## src/rtl/i2c_reg_bank.sv

```systemverilog
// i2c_reg_bank: EEPROM-style register file behind an I2C slave byte interface.
// Latency: read_data and ptr update 1 clk after the strobe or flag that moves them.
// Backpressure: none; every strobe is consumed on the cycle it arrives. The slave paces reads.
//
// Ports:
//   clk, rst        system clock; synchronous active-high reset
//   hitar, i2c_rw   slave address match (level) and transfer direction
//   flag_start / flag_restart / flag_stop   one-cycle bus condition pulses
//   write_data, write_en   received data byte and its strobe (address byte excluded)
//   read_en         slave has consumed read_data into its shifter
//   read_data       registered byte at the current pointer
//   ptr, busy       pointer visibility and "transfer in progress"
//
// Optional write protect, enabled by defining I2C_REG_BANK_WP_EN. It adds:
//   wp      while high, data writes are dropped but the pointer still advances
//   wp_err  one-cycle pulse for each dropped write
//
// Protocol: the first byte of a write transfer loads the pointer. Later bytes
// are stored at the pointer, which then auto-increments. Reads are served from
// the pointer, which auto-increments on each read_en. The pointer wraps modulo
// DEPTH and survives STOP, so a bare read continues from the current address.

module i2c_reg_bank #(
    parameter int         DEPTH    = 16,     // power of two, 2..256
    parameter int         PTR_W    = 4,      // must equal log2(DEPTH)
    parameter logic [7:0] INIT_VAL = 8'h00
) (
    input  logic             clk,
    input  logic             rst,
    input  logic             hitar,
    input  logic             i2c_rw,
    input  logic             flag_start,
    input  logic             flag_restart,
    input  logic             flag_stop,
    input  logic [7:0]       write_data,
    input  logic             write_en,
    input  logic             read_en,
`ifdef I2C_REG_BANK_WP_EN
    input  logic             wp,
    output logic             wp_err,
`endif
    output logic [7:0]       read_data,
    output logic [PTR_W-1:0] ptr,
    output logic             busy
);

    localparam logic [1:0] ST_IDLE    = 2'd0;
    localparam logic [1:0] ST_PTR     = 2'd1;
    localparam logic [1:0] ST_DATA_WR = 2'd2;
    localparam logic [1:0] ST_DATA_RD = 2'd3;

    localparam logic [PTR_W-1:0] PTR_ONE = PTR_W'(1);

    logic [7:0]       regs_q [DEPTH];
    logic [1:0]       state_q, state_d;
    logic [PTR_W-1:0] ptr_q, ptr_d;
    logic [7:0]       read_data_q, read_data_d;
    logic             busy_q;

    // Set by reset, cleared once hitar is seen low. This keeps a transfer that
    // was in flight when reset hit from being picked up halfway through. The
    // bank rejoins the bus only on a fresh address match.
    logic             blocked_q, blocked_d;

    logic             wr_fire;     // store write_data at ptr_q this cycle
    logic [1:0]       entry_state; // where an address phase lands us
    logic             in_xfer;

`ifdef I2C_REG_BANK_WP_EN
    logic             wr_drop;
    logic             wp_err_q;
`endif

    assign in_xfer = (state_q != ST_IDLE);

    // Decision made at IDLE. A restart, or a START seen mid-transfer, reuses it
    // on the same cycle.
    always_comb begin
        entry_state = ST_IDLE;
        if (hitar && !blocked_q) begin
            entry_state = i2c_rw ? ST_DATA_RD : ST_PTR;
        end
    end

    always_comb begin
        state_d   = state_q;
        ptr_d     = ptr_q;
        wr_fire   = 1'b0;
        blocked_d = blocked_q & hitar;
`ifdef I2C_REG_BANK_WP_EN
        wr_drop   = 1'b0;
`endif

        // Datapath effects depend only on the current state. They take effect
        // even when a STOP, restart or hitar drop arrives on the same cycle.
        // Strobes that do not match the current state are ignored.
        case (state_q)
            ST_PTR: begin
                if (write_en) begin
                    ptr_d = write_data[PTR_W-1:0];
                end
            end
            ST_DATA_WR: begin
                if (write_en) begin
                    ptr_d = ptr_q + PTR_ONE;
`ifdef I2C_REG_BANK_WP_EN
                    wr_fire = !wp;
                    wr_drop = wp;
`else
                    wr_fire = 1'b1;
`endif
                end
            end
            ST_DATA_RD: begin
                if (read_en) begin
                    ptr_d = ptr_q + PTR_ONE;
                end
            end
            default: begin
            end
        endcase

        // Control: STOP wins, then restart, then abort on loss of address match.
        if (flag_stop) begin
            state_d = ST_IDLE;
        end else if (flag_restart || (flag_start && in_xfer)) begin
            state_d = entry_state;
        end else if (in_xfer && !hitar) begin
            state_d = ST_IDLE;
        end else begin
            case (state_q)
                ST_IDLE: state_d = entry_state;
                ST_PTR:  if (write_en) state_d = ST_DATA_WR;
                default: begin
                end
            endcase
        end
    end

    // read_data follows the post-update pointer. A write always goes to ptr_q,
    // and in that same cycle the pointer moves off it (DEPTH >= 2). So the
    // location addressed by ptr_d never changes this cycle, and regs_q is
    // already correct for it.
    always_comb begin
        read_data_d = regs_q[ptr_d];
    end

    always_ff @(posedge clk) begin
        if (rst) begin
            state_q     <= ST_IDLE;
            ptr_q       <= '0;
            read_data_q <= INIT_VAL;
            busy_q      <= 1'b0;
            blocked_q   <= 1'b1;
            for (int i = 0; i < DEPTH; i++) begin
                regs_q[i] <= INIT_VAL;
            end
        end else begin
            state_q     <= state_d;
            ptr_q       <= ptr_d;
            read_data_q <= read_data_d;
            busy_q      <= (state_d != ST_IDLE);
            blocked_q   <= blocked_d;
            if (wr_fire) begin
                regs_q[ptr_q] <= write_data;
            end
        end
    end

`ifdef I2C_REG_BANK_WP_EN
    always_ff @(posedge clk) begin
        if (rst) begin
            wp_err_q <= 1'b0;
        end else begin
            wp_err_q <= wr_drop;
        end
    end

    assign wp_err = wp_err_q;
`endif

    assign read_data = read_data_q;
    assign ptr       = ptr_q;
    assign busy      = busy_q;

endmodule
```

## config.mk

```make
export PLATFORM = sky130hd
export DESIGN_NAME = i2c_reg_bank
export DESIGN_NICKNAME = d
export VERILOG_FILES = /design/src/rtl/i2c_reg_bank.sv
export SDC_FILE = /design/constraint.sdc
export NUM_CORES = 1
export LEC_CHECK = 0
export CORE_UTILIZATION = 55
export CTS_BUF_LIST = sky130_fd_sc_hd__clkbuf_4
export DETAILED_ROUTE_END_ITERATION = 7
export PLACE_DENSITY_LB_ADDON = 0.2
export RECOVER_POWER = 50
export REMOVE_ABC_BUFFERS = 1
export SETUP_SLACK_MARGIN = 0.4
export SYNTH_ARGS = -nofsm -noshare
export SYNTH_HDL_FRONTEND = slang
export SYNTH_SLANG_ARGS = --single-unit
```

## constraint.sdc

```tcl
create_clock -name clk -period 2.75 [get_ports clk]
set_clock_uncertainty 0.05 [all_clocks]
set_input_delay 0.4125 -clock clk [delete_from_list [all_inputs] [get_ports clk]]
set_output_delay 0.4125 -clock clk [all_outputs]
set_load 0.05 [all_outputs]
```

==> results of run 1 <==
==> kinds of logic after synthesis <==
logic type	count (synthesis)
and+or+nand+nor	290
buffers and inverters	48
adders and majority gates	5
AOI/OAI and AO/OA	96
DFF	144
xor gates and xnor gates	1
muxes	17
==> cell usage after synthesis (4+ instances only) <==
cell type,number,area share
sky130_fd_sc_hd__o21a_1,4,0.0043
sky130_fd_sc_hd__buf_2,14,0.010
sky130_fd_sc_hd__o21ai_0,46,0.033
sky130_fd_sc_hd__buf_1,4,0.0021
sky130_fd_sc_hd__nor2_1,17,0.0091
sky130_fd_sc_hd__ha_1,4,0.0072
sky130_fd_sc_hd__mux2_2,15,0.024
sky130_fd_sc_hd__and2_1,129,0.12
sky130_fd_sc_hd__nand2_1,12,0.0064
sky130_fd_sc_hd__o2111ai_1,15,0.019
sky130_fd_sc_hd__dfxtp_1,16,0.046
sky130_fd_sc_hd__nor3_1,5,0.0036
sky130_fd_sc_hd__edfxtp_1,128,0.55
sky130_fd_sc_hd__clkbuf_1,23,0.012
sky130_fd_sc_hd__and3_1,5,0.0045
sky130_fd_sc_hd__o22ai_1,8,0.0072
sky130_fd_sc_hd__or2_2,17,0.015
sky130_fd_sc_hd__nand3_1,46,0.033
sky130_fd_sc_hd__nand4_1,44,0.039
==> registers in the layout, indices dropped and copies added, names as in the netlist, named ones only <==
register	flops
ptr	3
regs_q	128
busy	1
read_data	8
state_q	2
blocked_q	1
==> routing by layer <==
layer,global-route usage,up-vias,part of all wire,wire (um)
met3,0.0696,41,0.083,1540
met4,0.119,0,0.028,512
li1,-,2333,-,-
met2,0.483,293,0.48,8820
met5,0,-,0,0
met1,0.413,2547,0.41,7640
==> path summary, 6_finish.rpt <==
path | from | slack (ps) | cells past startpoint | to
worst min-delay path | hitar | 400 | 2 | blocked_q
worst max-delay path | state_q[0] | 390 | 7 | read_data[3]
worst max register to register | state_q[0] | 390 | 7 | read_data[3]
worst min register to register | blocked_q | 450 | 1 | blocked_q
==> repair_timing <==
action / 4_1_cts / 5_1_grt
pin swaps: 0 / 1
buffers inserted: 0 / 1
endpoints found under the setup margin: 12 / 8
hold buffers: 0 / 0
gates resized for setup: 6 / 6
==> cell type report <==
cell class | count | area (sq um)
Tap cell | 168 | 210
Sequential cell | 144 | 4170
Fill cell | 1003 | 4270
Multi-Input combinational cell | 409 | 2630
Timing Repair Buffer | 74 | 649
Inverter | 3 | 11.3
Clock inverter | 15 | 145
Clock buffer | 17 | 128
==> power by group <==
part	switching (mW)	internal (mW)
clock	0.798	0.530
combinational	0.207	0.114
sequential	0.0277	2.44
total	1.03	3.09
==> metrics by stage <==
step | area, sq um | hold slack (ps)
3_5_place_dp | 7710 | 428
5_1_grt | 7940 | 396
3_3_place_gp | 7710 | 416
6_report | 7940 | 395
2_1_floorplan | 6790 | 394
4_1_cts | 7980 | 353
==> load_flow_metrics.sql, run 1 <==
INSERT INTO impl_metrics (metric_group, metric, value, unit) VALUES
('outcome', 'outcome', 'finished, final reports clean', ''),
('placement', 'placement.setup.worst_slack', '58.0', 'ps'),
('clock_tree', 'cts.reportedPaths.clkPinSlew', '120', 'ps'),
('placement', 'place.port_buffers', '29', ''),
('clock_tree', 'htreeDepth', '4', ''),
('critical_path', 'crit_family', 'compound AO/OA/AOI/OAI gates', ''),
('die', 'die_w', '115', 'um'),
('clock_tree', 'clk_latency', '580', 'ps'),
('timing', 'relSlewSlack', '0.274', ''),
('synthesis', 'synth_cell_types', '55', ''),
('cells_and_area', 'drive_above_1_share', '0.165', ''),
('routing', 'wl_per_cell', '22.3', 'um'),
('synthesis', 'post_synth_fa_ha_maj_area_fraction', '0.00877', ''),
('routing', 'num_vias', '5214', ''),
('die', 'ios', '30', ''),
('synthesis', 'syn_area', '6990', 'sq um'),
('synthesis', 'number_of_flops_mapped_to_enable_cells_by_yosys', '128', ''),
('routing', 'drt-total-wl', '18.5', 'mm'),
('hold_path', 'hold_class', 'primary input to flop', ''),
('synthesis', 'synthCells', '601', ''),
('cells_and_area', 'antenna_cells_inserted', '0', ''),
('timing', 'finalSetupTns', '0', 'ps'),
('die', 'core.rowCount', '40', ''),
('timing', 'final_hold_viol_count', '0', ''),
('cells_and_area', 'layout_common_cells', '128 x sky130_fd_sc_hd__edfxtp_1, 80 x sky130_fd_sc_hd__and2_1, 49 x sky130_fd_sc_hd__and2_0, 46 x sky130_fd_sc_hd__o21ai_0, 46 x sky130_fd_sc_hd__nand3_1', ''),
('critical_path', 'cp_data_required_time', '3170', 'ps'),
('timing', 'min_period_over_period', '0.857', ''),
('power', 'cellLeakagePower', '2.78', 'nW'),
('power', 'power_density', '518', 'nW/um^2'),
('critical_path', 'criticalPathCategory', 'flop to flop', ''),
('global_routing', 'number_of_global_route_vias_before_repair', '4985', ''),
('critical_path', 'worst-path-max-fanout', '14', ''),
('die', 'starting_density', '0.572', ''),
('global_routing', 'first_pass_grt_wire_length', '28.8', 'mm'),
('die', 'floorplan.core_area', '12200', 'sq um'),
('global_routing', 'grt_max_degree', '45', ''),
('run', 'maxCapViolations', '0', ''),
('placement', 'placed_cells', '797', ''),
('synthesis', 'synth_seq_cells', '144', ''),
('clock_tree', 'cts.sink_count', '144', ''),
('timing', 'worst_slack', '393', 'ps'),
('cells_and_area', 'finish.net_count', '670', ''),
('routing', 'detail-route-antenna-nets', '0', ''),
('timing', 'drv_slew', '0', ''),
('timing', 'unrepaired_setup_endpoints_after_global_routing', 'no', ''),
('critical_path', 'crit_path_start_kind', 'flop', ''),
('critical_path', 'endpoint_kind', 'flop', ''),
('timing', 'finalWorstPathRequiredPeriod', '2360', 'ps'),
('clock_tree', 'cts_root_buffer', 'sky130_fd_sc_hd__clkbuf_4', ''),
('clock_tree', 'cts_buffers', '17', ''),
('timing', 'worst_margin_pin_slew', '1090', 'ps'),
('synthesis', 'synth_mux_area_frac', '0.0277', ''),
('critical_path', 'cp_slowest_cell', 'sky130_fd_sc_hd__dfxtp_1', ''),
('global_routing', 'globalRouteOverflowTotal', '0', ''),
('critical_path', 'timing.critical_path.arrival', '2770', 'ps'),
('critical_path', 'cp.buffers_inverters', '1', ''),
('routing', 'dr.pass1.iters', '5', ''),
('clock_tree', 'clk_path_buf_depth', '2', ''),
('die', 'die_h', '115', 'um'),
('synthesis', 'post_synth_and_or_nand_nor_area_fraction', '0.245', ''),
('global_routing', 'grt.total_usage', '0.305', ''),
('routing', 'viasPerCell', '6.28', ''),
('placement', 'globalplace.congestion', '0.938', ''),
('critical_path', 'worstPathCellList', 'mux2_4 -> o22a_1 -> a22oi_2 -> buf_4 -> nand4_1 -> o2111ai_1 -> o22ai_1', ''),
('routing', 'number_of_drc_markers_in_iteration_0', '527', ''),
('timing', 'clock.fmax', '424', 'MHz'),
('cells_and_area', 'final-instance-count-excl-fill', '830', ''),
('synthesis', 'ys.warnings.count', '0', ''),
('synthesis', 'async_reset_ff_frac', '0', ''),
('critical_path', 'slowest_delay', '590', 'ps'),
('synthesis', 'avgSynthCellArea', '11.6', 'sq um');
Power figures use the tool's default switching activity.
==> run 2, diff against run 1 <==
--- a/config.mk
+++ b/config.mk
@@ -15,3 +15,4 @@
 export SYNTH_ARGS = -nofsm -noshare
 export SYNTH_HDL_FRONTEND = slang
 export SYNTH_SLANG_ARGS = --single-unit
+export TNS_END_PERCENT = 20
==> constraint.sdc (replaced) <==
create_clock -name clk -period 2.3 [get_ports clk]
set_clock_uncertainty 0.05 [all_clocks]
set_input_delay 0.345 -clock clk [delete_from_list [all_inputs] [get_ports clk]]
set_output_delay 0.345 -clock clk [all_outputs]
set_load 0.05 [all_outputs]
==> run 2 against run 1 <==
Via count is 5.1% higher; fmax is 7.5% higher; register-to-register slack worse by 290 ps; global-route usage is 0.55 points higher; final area is 7.6% higher; die area stayed put; sequential power is 19% higher; clock power is 29% higher; hold slack worse by 59 ps.
==> load_flow_metrics.sql, run 2 (synthesis gave the netlist of run 1 again) <==
INSERT INTO impl_metrics (metric_group, metric, value, unit) VALUES
('power', 'power_density', '599', 'nW/um^2'),
('die', 'starting_density', '0.572', ''),
('die', 'core.rowCount', '40', ''),
('timing', 'final_hold_viol_count', '0', ''),
('power', 'max-vdd-ir-drop', '0.000296', 'V'),
('critical_path', 'cp_data_required_time', '2760', 'ps'),
('routing', 'dr.pass1.iters', '7', ''),
('critical_path', 'criticalPathCategory', 'flop to flop', ''),
('critical_path', 'worstPathCellList', 'buf_6 -> and3b_2 -> o21ai_4 -> nand2_4 -> buf_12 -> buf_8 -> mux2i_1 -> a2111o_1 -> o22ai_2', ''),
('timing', 'worst_slack', '107', 'ps'),
('power', 'finalPower', '5.12', 'mW'),
('timing', 'relSlewSlack', '0.178', ''),
('timing', 'report.final.setup_viol', '0', ''),
('die', 'overall_die_area', '13200', 'sq um'),
('cells_and_area', 'antenna_cells_inserted', '0', ''),
('cells_and_area', 'max_flop_register', 'regs_q', ''),
('critical_path', 'rr_startpoint', 'state_q[1]', ''),
('cells_and_area', 'finish.instance_area', '8550', 'sq um'),
('cells_and_area', 'layout_commonest_cell', 'sky130_fd_sc_hd__edfxtp_1', ''),
('global_routing', 'grt_max_degree', '45', ''),
('routing', 'viasPerCell', '6.28', ''),
('timing', 'worst_margin_pin_slew', '1230', 'ps'),
('global_routing', 'grt.total_usage', '0.311', ''),
('clock_tree', 'cts_root_buffer', 'sky130_fd_sc_hd__clkbuf_4', ''),
('routing', 'drt-total-wl', '20.0', 'mm'),
('clock_tree', 'clk_path_buf_depth', '2', ''),
('clock_tree', 'clk_latency', '570', 'ps'),
('critical_path', 'timing.critical_path.from', 'state_q[1]', ''),
('run', 'maxCapViolations', '0', ''),
('global_routing', 'number_of_global_route_vias_before_repair', '5227', ''),
('clock_tree', 'cts.sink_count', '144', ''),
('placement', 'place.detailed.hpwl', '12.6', 'mm'),
('routing', 'wl_per_cell', '22.9', 'um'),
('critical_path', 'crit_path_start_kind', 'flop', ''),
('critical_path', 'endpoint_kind', 'flop', ''),
('global_routing', 'globalRouteOverflowTotal', '0', ''),
('die', 'die_w', '115', 'um'),
('clock_tree', 'clock_tree_from_tritoncts', 'done', ''),
('cells_and_area', 'largest_reg_flops', '128', ''),
('timing', 'min_period_over_period', '0.953', ''),
('critical_path', 'cp.buffers_inverters', '3', ''),
('timing', 'unrepaired_setup_endpoints_after_global_routing', 'yes', ''),
('die', 'die_h', '115', 'um'),
('global_routing', 'first_pass_grt_wire_length', '29.2', 'mm'),
('timing', 'drv_slew', '0', ''),
('cells_and_area', 'layout_common_cells', '128 x sky130_fd_sc_hd__edfxtp_1, 83 x sky130_fd_sc_hd__and2_1, 55 x sky130_fd_sc_hd__buf_4, 46 x sky130_fd_sc_hd__and2_0, 46 x sky130_fd_sc_hd__nand3_1', ''),
('placement', 'globalplace.congestion', '0.928', ''),
('placement', 'place.port_buffers', '29', ''),
('placement', 'postPlaceCellArea', '7840', 'sq um'),
('die', 'floorplan.core_area', '12200', 'sq um'),
('critical_path', 'slowest_delay', '430', 'ps'),
('timing', 'worst_hold_slack', '337', 'ps'),
('placement', 'placement.setup.worst_slack', '-321', 'ps'),
('clock_tree', 'cts.reportedPaths.clkPinSlew', '140', 'ps'),
('power', 'cellLeakagePower', '3.05', 'nW'),
('routing', 'num_vias', '5478', ''),
('routing', 'drt_drc_violations_left', '0', ''),
('cells_and_area', 'finish.net_count', '712', ''),
('routing', 'detail-route-antenna-nets', '0', ''),
('hold_path', 'min-delay-start', 'hitar', ''),
('clock_tree', 'hold_buffers', '0', ''),
('cells_and_area', 'syn2layout_area_growth', '22.3', '%'),
('timing', 'finalWorstPathRequiredPeriod', '2190', 'ps'),
('routing', 'number_of_drc_markers_in_iteration_0', '685', ''),
('outcome', 'outcome', 'finished, final reports clean', ''),
('cells_and_area', 'layout.core_utilization', '0.700', ''),
('critical_path', 'worst-path-max-fanout', '7', ''),
('critical_path', 'cp_slowest_cell', 'sky130_fd_sc_hd__a2111o_1', ''),
('clock_tree', 'cts_buffers', '17', ''),
('clock_tree', 'htreeDepth', '4', ''),
('timing', 'clock.fmax', '456', 'MHz'),
('die', 'ios', '30', ''),
('critical_path', 'crit_family', 'compound AO/OA/AOI/OAI gates', ''),
('critical_path', 'timing.critical_path.arrival', '2650', 'ps'),
('global_routing', 'antenna_found_initial', '0', ''),
('cells_and_area', 'drive_above_1_share', '0.260', ''),
('hold_path', 'hold_class', 'primary input to flop', '');
-- run 2: cell count changes in the layout (fill, tap and decap cells not counted), moves of 6 or more --
cell | previous run | this run
sky130_fd_sc_hd__buf_4 | 24 | 55
sky130_fd_sc_hd__o2111ai_1 | 15 | 5
sky130_fd_sc_hd__clkdlybuf4s50_1 | 24 | 15
sky130_fd_sc_hd__o2111ai_2 | 0 | 9
sky130_fd_sc_hd__clkbuf_1 | 14 | 22
sky130_fd_sc_hd__or2_0 | 6 | 0
-- run 2: worst paths after layout --
| kind | depth (start not counted) | end | slack (ps) |
|---|---|---|---|
| hold / removal | 2 | blocked_q | 340 |
| setup reg to reg | 9 | read_data[0] | 110 |
| setup / recovery | 9 | read_data[0] | 110 |
| hold reg to reg | 1 | blocked_q | 460 |
-- run 2: layer usage --
metal | track usage | part of all wire
met3 | 0.0622 | 0.086
met4 | 0.153 | 0.037
met5 | 0 | 0
met1 | 0.411 | 0.40
met2 | 0.494 | 0.48
-- run 2: area by class of cell --
class                      instances  area [sq um]
fill                             888          3660
inverter                           3          11.3
tap                              168           210
sequential                       144          4180
clock buffer                      18           135
clock inverter                    14           166
multi-input combinational        409          2850
timing repair buffer             116           997
-- run 2: report_power, final --
| group | internal (mW) | switching (mW) | leakage [nW] |
|---|---|---|---|
| Sequential | 2.92 | 0.0332 | 1.46 |
| Combinational | 0.173 | 0.275 | 1.45 |
| Clock | 0.760 | 0.960 | 0.146 |
-- run 2: timing repair --
item	CTS	global route
endpoints found under the setup margin	79	232
pin swaps	13	24
endpoints found under the hold margin	0	0
gates resized for setup	60	39
cloned	3	0
setup buffers	15	7
-- run 2: worst reg2reg max path, cell delays in order (launching register included) --
cell and delay, ps:
sky130_fd_sc_hd__dfxtp_4 380, sky130_fd_sc_hd__buf_6 130, sky130_fd_sc_hd__and3b_2 230, sky130_fd_sc_hd__o21ai_4 240, sky130_fd_sc_hd__nand2_4 100, sky130_fd_sc_hd__buf_12 150
sky130_fd_sc_hd__buf_8 130, sky130_fd_sc_hd__mux2i_1 110, sky130_fd_sc_hd__a2111o_1 430, sky130_fd_sc_hd__o22ai_2 180
-- run 2: through the flow --
step           instances  TNS (ps)
2_1_floorplan        556    -16740
3_3_place_gp         815     -5060
3_5_place_dp         815     -7750
4_1_cts              865         0
5_1_grt              872         0
6_report             872         0
